**config.mk**
```make
export PLATFORM = sky130hd
export DESIGN_NAME = probe_ts_stamp
export DESIGN_NICKNAME = d
export VERILOG_FILES = /design/src/rtl/probe_ts_stamp.sv
export SDC_FILE = /design/constraint.sdc
export NUM_CORES = 1
export LEC_CHECK = 0
export ABC_CLOCK_PERIOD_IN_PS = 3500
export CAP_MARGIN = 20
export CORE_MARGIN = 2
export CORE_UTILIZATION = 57
export CTS_CLUSTER_SIZE = 16
export DETAILED_ROUTE_END_ITERATION = 10
export DONT_BUFFER_PORTS = 1
export PLACE_DENSITY = 0.75
export SLEW_MARGIN = 20
export SYNTH_ARGS = -nofsm -noshare
export SYNTH_HDL_FRONTEND = slang
export SYNTH_SLANG_ARGS = --single-unit
```
**constraint.sdc**
```tcl
create_clock -name clk -period 3.5 [get_ports clk]
set_input_delay 0.7 -clock clk [delete_from_list [all_inputs] [get_ports clk]]
set_output_delay 0.7 -clock clk [all_outputs]
set_load 0.02 [all_outputs]
```
**src/rtl/probe_ts_stamp.sv**
```systemverilog
// probe_ts_stamp: ingress writer of the RTT probe timestamp word.
//
// After the module headers of a packet have passed, inserts one 64-bit word
// {16'h0, seq[15:0], ts[31:0]} ahead of the first payload word. It also bumps the
// IOQ header word length by 1 and byte length by 8 so downstream sees a
// consistent length. Stamping is decided once per packet, when the IOQ header
// is accepted.
//
// Ports:
//   clk, reset          single clock, synchronous active-high reset
//   in_data/in_ctrl     input word / ctrl, written when in_wr=1
//   in_rdy              input FIFO has room (not nearly full)
//   out_data/out_ctrl   output word / ctrl, valid when out_wr=1
//   out_rdy             downstream ready; out_wr is only raised when out_rdy=1
//   stamp_en            stamping enable, sampled at IOQ header acceptance
//   ts_now              free-running timestamp (one tick every TS_DIV cycles)
module probe_ts_stamp #(
  parameter int unsigned DATA_WIDTH = 64,
  parameter int unsigned CTRL_WIDTH = DATA_WIDTH / 8,
  parameter int unsigned TS_DIV     = 1
) (
  input  logic                  clk,
  input  logic                  reset,
  input  logic [DATA_WIDTH-1:0] in_data,
  input  logic [CTRL_WIDTH-1:0] in_ctrl,
  input  logic                  in_wr,
  output logic                  in_rdy,
  output logic [DATA_WIDTH-1:0] out_data,
  output logic [CTRL_WIDTH-1:0] out_ctrl,
  output logic                  out_wr,
  input  logic                  out_rdy,
  input  logic                  stamp_en,
  output logic [31:0]           ts_now
);

  localparam int unsigned FifoWidth     = CTRL_WIDTH + DATA_WIDTH;
  localparam int unsigned FifoDepth     = 4;
  localparam int unsigned IoqWordLenPos = 48;
  localparam int unsigned IoqByteLenPos = 0;
  localparam logic [CTRL_WIDTH-1:0] IoQueueStageNum = CTRL_WIDTH'(8'hff);

  typedef enum logic [0:0] {StHdrs, StThru} state_e;

  // ---------------------------------------------------------------------------
  // Input FIFO: 4 entries, first-word fallthrough (head visible when non-empty).
  // ---------------------------------------------------------------------------
  logic [FifoWidth-1:0] fifo_mem [FifoDepth];
  logic [1:0]           wr_ptr_q, rd_ptr_q;
  logic [2:0]           count_q;
  logic                 fifo_push, fifo_pop, fifo_empty;
  logic [FifoWidth-1:0] fifo_head;
  logic [CTRL_WIDTH-1:0] head_ctrl;
  logic [DATA_WIDTH-1:0] head_data;

  assign fifo_push  = in_wr && (count_q != 3'd4);
  assign fifo_empty = (count_q == 3'd0);
  // One slot of slack so a write already in flight when in_rdy drops still fits.
  assign in_rdy     = (count_q < 3'd3);
  assign fifo_head  = fifo_mem[rd_ptr_q];
  assign head_ctrl  = fifo_head[FifoWidth-1 -: CTRL_WIDTH];
  assign head_data  = fifo_head[DATA_WIDTH-1:0];

  always_ff @(posedge clk) begin
    if (fifo_push) begin
      fifo_mem[wr_ptr_q] <= {in_ctrl, in_data};
    end
  end

  always_ff @(posedge clk) begin
    if (reset) begin
      wr_ptr_q <= 2'd0;
      rd_ptr_q <= 2'd0;
      count_q  <= 3'd0;
    end else begin
      if (fifo_push) wr_ptr_q <= wr_ptr_q + 2'd1;
      if (fifo_pop)  rd_ptr_q <= rd_ptr_q + 2'd1;
      if (fifo_push && !fifo_pop) begin
        count_q <= count_q + 3'd1;
      end else if (!fifo_push && fifo_pop) begin
        count_q <= count_q - 3'd1;
      end
    end
  end

  // ---------------------------------------------------------------------------
  // Timestamp: prescaler divides clk by TS_DIV, counter wraps silently.
  // ---------------------------------------------------------------------------
  logic [31:0] ts_pre_q, ts_q;

  always_ff @(posedge clk) begin
    if (reset) begin
      ts_pre_q <= 32'd0;
      ts_q     <= 32'd0;
    end else if (ts_pre_q == 32'(TS_DIV - 1)) begin
      ts_pre_q <= 32'd0;
      ts_q     <= ts_q + 32'd1;
    end else begin
      ts_pre_q <= ts_pre_q + 32'd1;
    end
  end

  assign ts_now = ts_q;

  // ---------------------------------------------------------------------------
  // Packet FSM
  // ---------------------------------------------------------------------------
  state_e      state_q, state_d;
  logic        stamp_q, stamp_d;
  logic [31:0] ts_lat_q, ts_lat_d;
  logic [15:0] seq_q, seq_d;
  logic [DATA_WIDTH-1:0] hdr_patched;
  logic [DATA_WIDTH-1:0] stamp_word;

  assign stamp_word = DATA_WIDTH'({16'h0, seq_q, ts_lat_q});

  always_comb begin
    hdr_patched = head_data;
    hdr_patched[IoqWordLenPos +: 16] = head_data[IoqWordLenPos +: 16] + 16'd1;
    hdr_patched[IoqByteLenPos +: 16] = head_data[IoqByteLenPos +: 16] + 16'd8;
  end

  always_comb begin
    state_d  = state_q;
    stamp_d  = stamp_q;
    ts_lat_d = ts_lat_q;
    seq_d    = seq_q;
    fifo_pop = 1'b0;
    out_wr   = 1'b0;
    out_ctrl = head_ctrl;
    out_data = head_data;
    // Nothing moves unless a word is present and downstream can take it.
    if (!reset && !fifo_empty && out_rdy) begin
      unique case (state_q)
        StHdrs: begin
          if (head_ctrl == IoQueueStageNum) begin
            ts_lat_d = ts_q;
            stamp_d  = stamp_en;
            out_wr   = 1'b1;
            fifo_pop = 1'b1;
            if (stamp_en) out_data = hdr_patched;
          end else if (head_ctrl != '0) begin
            out_wr   = 1'b1;
            fifo_pop = 1'b1;
          end else begin
            // First payload word stays at the head; stamp goes out in its place.
            state_d = StThru;
            if (stamp_q) begin
              out_ctrl = '0;
              out_data = stamp_word;
              out_wr   = 1'b1;
              seq_d    = seq_q + 16'd1;
            end
          end
        end
        StThru: begin
          out_wr   = 1'b1;
          fifo_pop = 1'b1;
          if (head_ctrl != '0) begin
            state_d = StHdrs;
            // Cleared so a following packet without an IOQ header is not stamped.
            stamp_d = 1'b0;
          end
        end
        default: state_d = StHdrs;
      endcase
    end
  end

  always_ff @(posedge clk) begin
    if (reset) begin
      state_q  <= StHdrs;
      stamp_q  <= 1'b0;
      ts_lat_q <= 32'd0;
      seq_q    <= 16'd0;
    end else begin
      state_q  <= state_d;
      stamp_q  <= stamp_d;
      ts_lat_q <= ts_lat_d;
      seq_q    <= seq_d;
    end
  end

endmodule

```
==> metrics.cfg, run 1 <==
[logic_synthesis]
synth-edff-count = 288
synth_top_family_by_area = simple AND/OR/NAND/NOR gates
syn-num-nets = 1339
synth_cells = 1250
yosysWarnings = 0
synthAdderAreaFrac_pct = 0.9374
ys_ff_latch = 411
synthSimpleGateAreaFrac_pct = 13.22
yosysSeqAreaShare_pct = 66.06
synth_area_sq_mm = 0.01682
synth_mux_area_share_pct = 10.07
synth-xor-area-share_pct = 4.062
yosysUniqueCellTypes = 49
synth_compound_gate_area_share_pct = 3.816
yosys_most_used_dff = edfxtp_1
avgSynthCellArea_sq_um = 13.45
synthArstFlopShare_pct = 0

[floorplan]
fp.dieW_um = 175.8
die-area_sq_mm = 0.03090
core_sq_mm = 0.02886
core.rowCount = 62
die_h_um = 175.8
start_util_pct = 58.28
io_pins = 183

[finish]
area_growth_pct = 21.22
antenna_cells = 0
layout_commonest_cell = edfxtp_1
drive_above_1_share_pct = 27.92
final_cell_area_sq_mm = 0.02039
final_cell_mix = edfxtp_1, nand2_1, dfxtp_1
nets = 1428

[route]
route.detailed.drc = 0
wl_met1_mm = 15.67
dr.pass1.iters = 6
route.met2.wl_mm = 19.54
top_layer_used = met5
drtAntennaViolNets = 0
routed-wl-met3_mm = 3.160
routed_wl_mm = 39.58
wl_per_cell_um = 22.54
drtIter0Drc = 876
viasPerCell = 6.117
vias = 10740

[sta]
setup_violations = 65
fin_crit_ns = 3.736
final.setup.worst_slack_ns = -0.2363
fin_skew_ns = 0.01247
slew_headroom_pct = 39.59
worstMarginPinSlew_ns = 0.8992
finalHoldViolations = 0
holdWs_ns = 0.2495
maxSlewViolCount = 0
rsz0062_at_grt = yes
max_freq_mhz = 267.6
period_share_pct = 106.8

[clock_tree]
cts_hold_buf = 0
path_clk_slew_ns = 0.06
cts_tree = yes
clock_sinks = 411
numCtsBuffers = 42
htree_num_levels = 2
worstSkewPairLatency_ns = 0.53
clock_path_buffers = 3
clk_root_buffer_cell = clkbuf_16

[grt]
grt_usage_pct = 25.03
overflow = 0
antenna_found_initial = 1
grt_pass1_vias = 10770
grt_max_degree = 93
grt_first_pass_wirelength_mm = 59.70

[critical_path]
cp_max_fo = 5
worstPathCellList = buf_8 > mux4_2 > and4_4 > nand3_4 > nor4_4 > buf_4 > nand3_4 > mux2i_2 > buf_4
max_stage_delay_ns = 0.48
crit_slowest_cell = mux4_2
arrival_ns = 3.04
critPathTopFamily = simple AND/OR/NAND/NOR gates
path_class = reg -> out
crit_required_ns = 2.80
end_kind = primary output
worstPathBufferInverterCount = 3
startpoint_type = flip-flop

[run_status]
failed_checks = setup timing
outcome = complete, but fails checks

[placement]
place_congestion = 0.8440
io_buffers = 0
dpl_cell_area_sq_mm = 0.01770
hpwl_mm = 24.53

[power_and_ir_drop]
p_per_area_mw_per_mm2 = 647.5
peakVddDrop_mv = 0.4584
leakagePower_nw = 7.023

[hold_path]
hp-class = in -> reg

[run]
drv_cap = 0

power breakdown:
group,internal [mW],total (mW),switching [mW]
combinational,1.11,2.83,1.72
clock,2.75,4.55,1.80
sequential,5.69,5.83,0.139
cell usage after synthesis (2+ instances only):
| library cell | count | area share [%] |
|---|---|---|
| nand2b_1 | 2 | 0.074 |
| a31oi_1 | 2 | 0.074 |
| o22ai_1 | 5 | 0.19 |
| dfxtp_1 | 123 | 15 |
| a22oi_1 | 3 | 0.13 |
| clkbuf_1 | 36 | 0.80 |
| o32ai_1 | 2 | 0.10 |
| xor2_1 | 63 | 3.3 |
| a21oi_1 | 61 | 1.8 |
| inv_1 | 16 | 0.36 |
| nand3_1 | 53 | 1.6 |
| a2bb2oi_1 | 2 | 0.10 |
| or3_1 | 11 | 0.41 |
| edfxtp_1 | 288 | 51 |
| and2_1 | 8 | 0.30 |
| buf_1 | 4 | 0.089 |
| nand2_1 | 229 | 5.1 |
| nor4b_1 | 2 | 0.10 |
| buf_2 | 13 | 0.39 |
| ha_1 | 11 | 0.82 |
| nor3_1 | 10 | 0.30 |
| buf_4 | 3 | 0.13 |
| nor4_1 | 10 | 0.37 |
| nand4_1 | 30 | 1.1 |
| o31ai_1 | 6 | 0.27 |
| and3_1 | 17 | 0.63 |
| and4_1 | 10 | 0.52 |
| o211ai_1 | 5 | 0.22 |
| mux4_2 | 72 | 9.6 |
| mux2i_1 | 6 | 0.36 |
| nor2_1 | 93 | 2.1 |
| xnor2_1 | 15 | 0.78 |
| nor4_4 | 2 | 0.25 |
| o21ai_0 | 22 | 0.65 |
cell type report:
| type | count | area, sq um |
|---|---|---|
| clock buffer | 53 | 1176 |
| tap | 384 | 480.5 |
| clock inverter | 24 | 246.5 |
| multi-input combinational | 766 | 6205 |
| timing repair buffer | 102 | 1101 |
| inverter | 16 | 60.06 |
| fill | 1891 | 8471 |
| sequential | 411 | 11120 |
layer usage:
metal | track usage (%) | up-vias
li1 | - | 4804
met1 | 32.60 | 5406
met2 | 41.37 | 440
met3 | 5.844 | 90
met4 | 9.263 | 2
met5 | 0 | -
registers in the layout (all words and copies together), names as in the netlist, named ones only:
register,count
count_q,3
fifo_mem,288
rd_ptr_q,2
seq_q,16
stamp_q,1
state_q,1
ts_lat_q,32
ts_now,32
ts_pre_q,32
wr_ptr_q,2
timing repair:
| item | 4_1_cts | 5_1_grt |
|---|---|---|
| pin swaps | 15 | 53 |
| resized for setup | 104 | 132 |
| buffers inserted | 14 | 14 |
| hold endpoints to repair | 0 | 0 |
| endpoints found under the setup margin | 66 | 65 |
| gates cloned | 0 | 5 |
logic make-up after synthesis:
kind of cell / after synthesis
DFF: 411
xor gates and xnor gates: 78
AOI/OAI and AO/OA: 113
and+or+nand+nor: 484
muxes: 79
buffers and inverters: 73
adders and majority gates: 12
path summary, 6_finish.rpt:
| kind | startpoint | to | slack, ns | depth (start not counted) |
|---|---|---|---|---|
| worst max-delay path | flip-flop | out_data[63] | -0.24 | 9 |
| worst max register to register | flip-flop | count_q[2] | 0.21 | 12 |
| worst min register to register | ts_lat_q[11] | ts_lat_q[11] | 0.46 | 2 |
| worst min-delay path | reset | seq_q[13] | 0.25 | 1 |
metrics by stage:
stage | TNS, ns | total power [mW] | setup WS [ns] | utilization, % | cells
after floorplan | 0 | 7.602 | 0.04612 | - | 1250
after global placement | 0 | 8.247 | 0.03050 | 61.33 | 1646
after detailed placement | -0.04502 | 8.310 | -0.03354 | 61.33 | 1646
after CTS | -6.597 | 13.02 | -0.1835 | 68.02 | 1737
after global routing | -15.94 | 13.67 | -0.3296 | 70.65 | 1756
final | -10.01 | 13.20 | -0.2363 | 70.65 | 1756
Power figures use the tool's default switching activity.
==> run 2: changes to the inputs <==
--- a/config.mk
+++ b/config.mk
@@ -12,7 +12,7 @@
 export CTS_CLUSTER_SIZE = 16
 export DETAILED_ROUTE_END_ITERATION = 10
 export DONT_BUFFER_PORTS = 1
-export PLACE_DENSITY = 0.75
+export PLACE_DENSITY = 0.86
 export SLEW_MARGIN = 20
 export SYNTH_ARGS = -nofsm -noshare
 export SYNTH_HDL_FRONTEND = slang
==> metrics.cfg, run 2 (synthesized netlist as in run 1, its figures left out) <==
[clock_tree]
clock_sinks = 411  ; unchanged
cts_hold_buf = 0  ; unchanged
htree_num_levels = 2  ; unchanged
clk_root_buffer_cell = clkbuf_16
path_clk_slew_ns = 0.07  ; about the same
cts_tree = yes
numCtsBuffers = 42  ; unchanged
worstSkewPairLatency_ns = 0.53  ; about the same
clock_path_buffers = 3  ; unchanged

[finish]
layout_commonest_cell = edfxtp_1
area_growth_pct = 22.47
postLayoutCoreUtil_pct = 71.38  ; +0.73 points
nets = 1453  ; +1.8%
largest-register = fifo_mem
final_cell_mix = edfxtp_1, nand2_1, dfxtp_1
antenna_cells = 0  ; unchanged
drive_above_1_share_pct = 29.63  ; +1.7 points
largest_reg_flops = 288  ; unchanged

[run_status]
failed_checks = setup timing
outcome = complete, but fails checks

[hold_path]
min_path_cells = 1  ; unchanged
hp-start = reset
hp-class = in -> reg
min_to = ts_lat_q[0]

[sta]
rsz0062_at_grt = yes
fin_crit_ns = 3.887  ; +0.1504 ns
worstMarginPinSlew_ns = 1.085  ; +0.1858 ns
maxSlewViolCount = 0  ; unchanged
slew_headroom_pct = 26.65  ; -13 points
finalHoldViolations = 0  ; unchanged
final.setup.worst_slack_ns = -0.3868  ; -0.1504 ns
setup_violations = 66  ; +1.5%
fin_skew_ns = 0.01927  ; +0.006806 ns
tns_ns = -14.37  ; -4.359 ns
period_share_pct = 111.1  ; +4.3 points
max_freq_mhz = 257.3  ; -3.9%

[grt]
grt_first_pass_wirelength_mm = 61.98  ; +3.8%
grt_max_degree = 93  ; unchanged
antenna_found_initial = 1  ; unchanged
grt_pass1_vias = 11100  ; +3.1%
overflow = 0  ; unchanged
grt_usage_pct = 26.12  ; +1.1 points

[critical_path]
cp_max_fo = 6  ; +1
rrSetupSlack_ns = -0.06  ; -0.27 ns
path_class = reg -> out
reg2reg_depth = 15  ; +3
startpoint_type = flip-flop
end_kind = primary output
arrival_ns = 3.19  ; +0.15 ns
r2r-end = count_q[2]
crit_required_ns = 2.80  ; about the same

[route]
vias = 11190  ; +4.2%
wl_per_cell_um = 24.30  ; +7.8%
drtIter0Drc = 1136  ; +30%
viasPerCell = 6.284  ; +2.7%
dr.pass1.iters = 5  ; -1
routed_wl_mm = 43.28  ; +9.4%
route.detailed.drc = 0  ; unchanged
drtAntennaViolNets = 0  ; unchanged

[floorplan]
die-area_sq_mm = 0.03090  ; unchanged
start_util_pct = 58.28  ; unchanged
core.rowCount = 62  ; unchanged
die_h_um = 175.8  ; unchanged
core_sq_mm = 0.02886  ; unchanged
io_pins = 183  ; unchanged
fp.dieW_um = 175.8  ; unchanged

[power_and_ir_drop]
leakagePower_nw = 7.422  ; +5.7%
p_per_area_mw_per_mm2 = 629.3  ; -2.8%
p_total_mw = 12.96  ; -1.8%
peakVddDrop_mv = 0.4851  ; +5.8%

[run]
drv_cap = 0  ; unchanged

[placement]
io_buffers = 0  ; unchanged
place_congestion = 0.8508  ; +0.81%
hpwl_mm = 24.60  ; +0.28%

[run 2: how the worst max path moves through the flow]
stage              start            to  slack (ns)  depth (start not counted)
6_report       flip-flop   out_data[7]       -0.39                          9
5_1_grt        flip-flop  out_data[15]       -0.42                          9
4_1_cts        flip-flop   out_data[8]       -0.17                          9
3_5_place_dp   flip-flop  out_data[63]       -0.04                          7
3_3_place_gp   flip-flop    count_q[2]        0.11                         10
2_1_floorplan  flip-flop  out_data[62]        0.05                         11
[run 2: final cells by class]
type	count	area, sq um
flip-flops and latches	411	11120
inverters	16	60.06
repair buffers	127	1311
clock inverters	24	143.9
well taps	384	480.5
clock buffers	53	1114
multi-input cells	766	6370
fillers	1721	8260
[run 2: worst max-delay path, stage by stage, from the launching register on]
cell,delay [ns]
dfxtp_4,0.41
buf_6,0.12
mux4_2,0.64
nor4_4,0.35
buf_4,0.20
nand4_1,0.24
nand2_2,0.26
a21oi_1,0.12
a21oi_2,0.15
buf_4,0.16
[run 2: metal layers]
layer | track usage (%) | wire, um
met1 | 32.26 | 15850
met4 | 9.848 | 1801
met2 | 43.75 | 21390
met5 | 0 | 13
met3 | 7.771 | 4225
[run 2: report_power, final]
group	internal [mW]	switching, mW	leakage [nW]
sequential	5.69	0.154	3.63
combinational	1.20	1.81	3.18
clock	2.33	1.78	0.614
[run 2: stage by stage]
step                      setup WS, ns  hold slack [ns]  instance area (sq um)  std cells
after floorplan                0.04612           0.4332                  16820       1250
after global placement          0.1105           0.4401                  17640       1638
after detailed placement      -0.03771           0.4443                  17640       1638
after CTS                      -0.1742           0.2382                  19790       1747
after global routing           -0.4150           0.2338                  20600       1781
final                          -0.3868           0.2422                  20600       1781
[run 2: timing repair]
action,in CTS,in global routing
buffers inserted,27,33
setup endpoints to repair,66,66
resized for setup,152,132
cloned,6,4
pin swaps,44,74
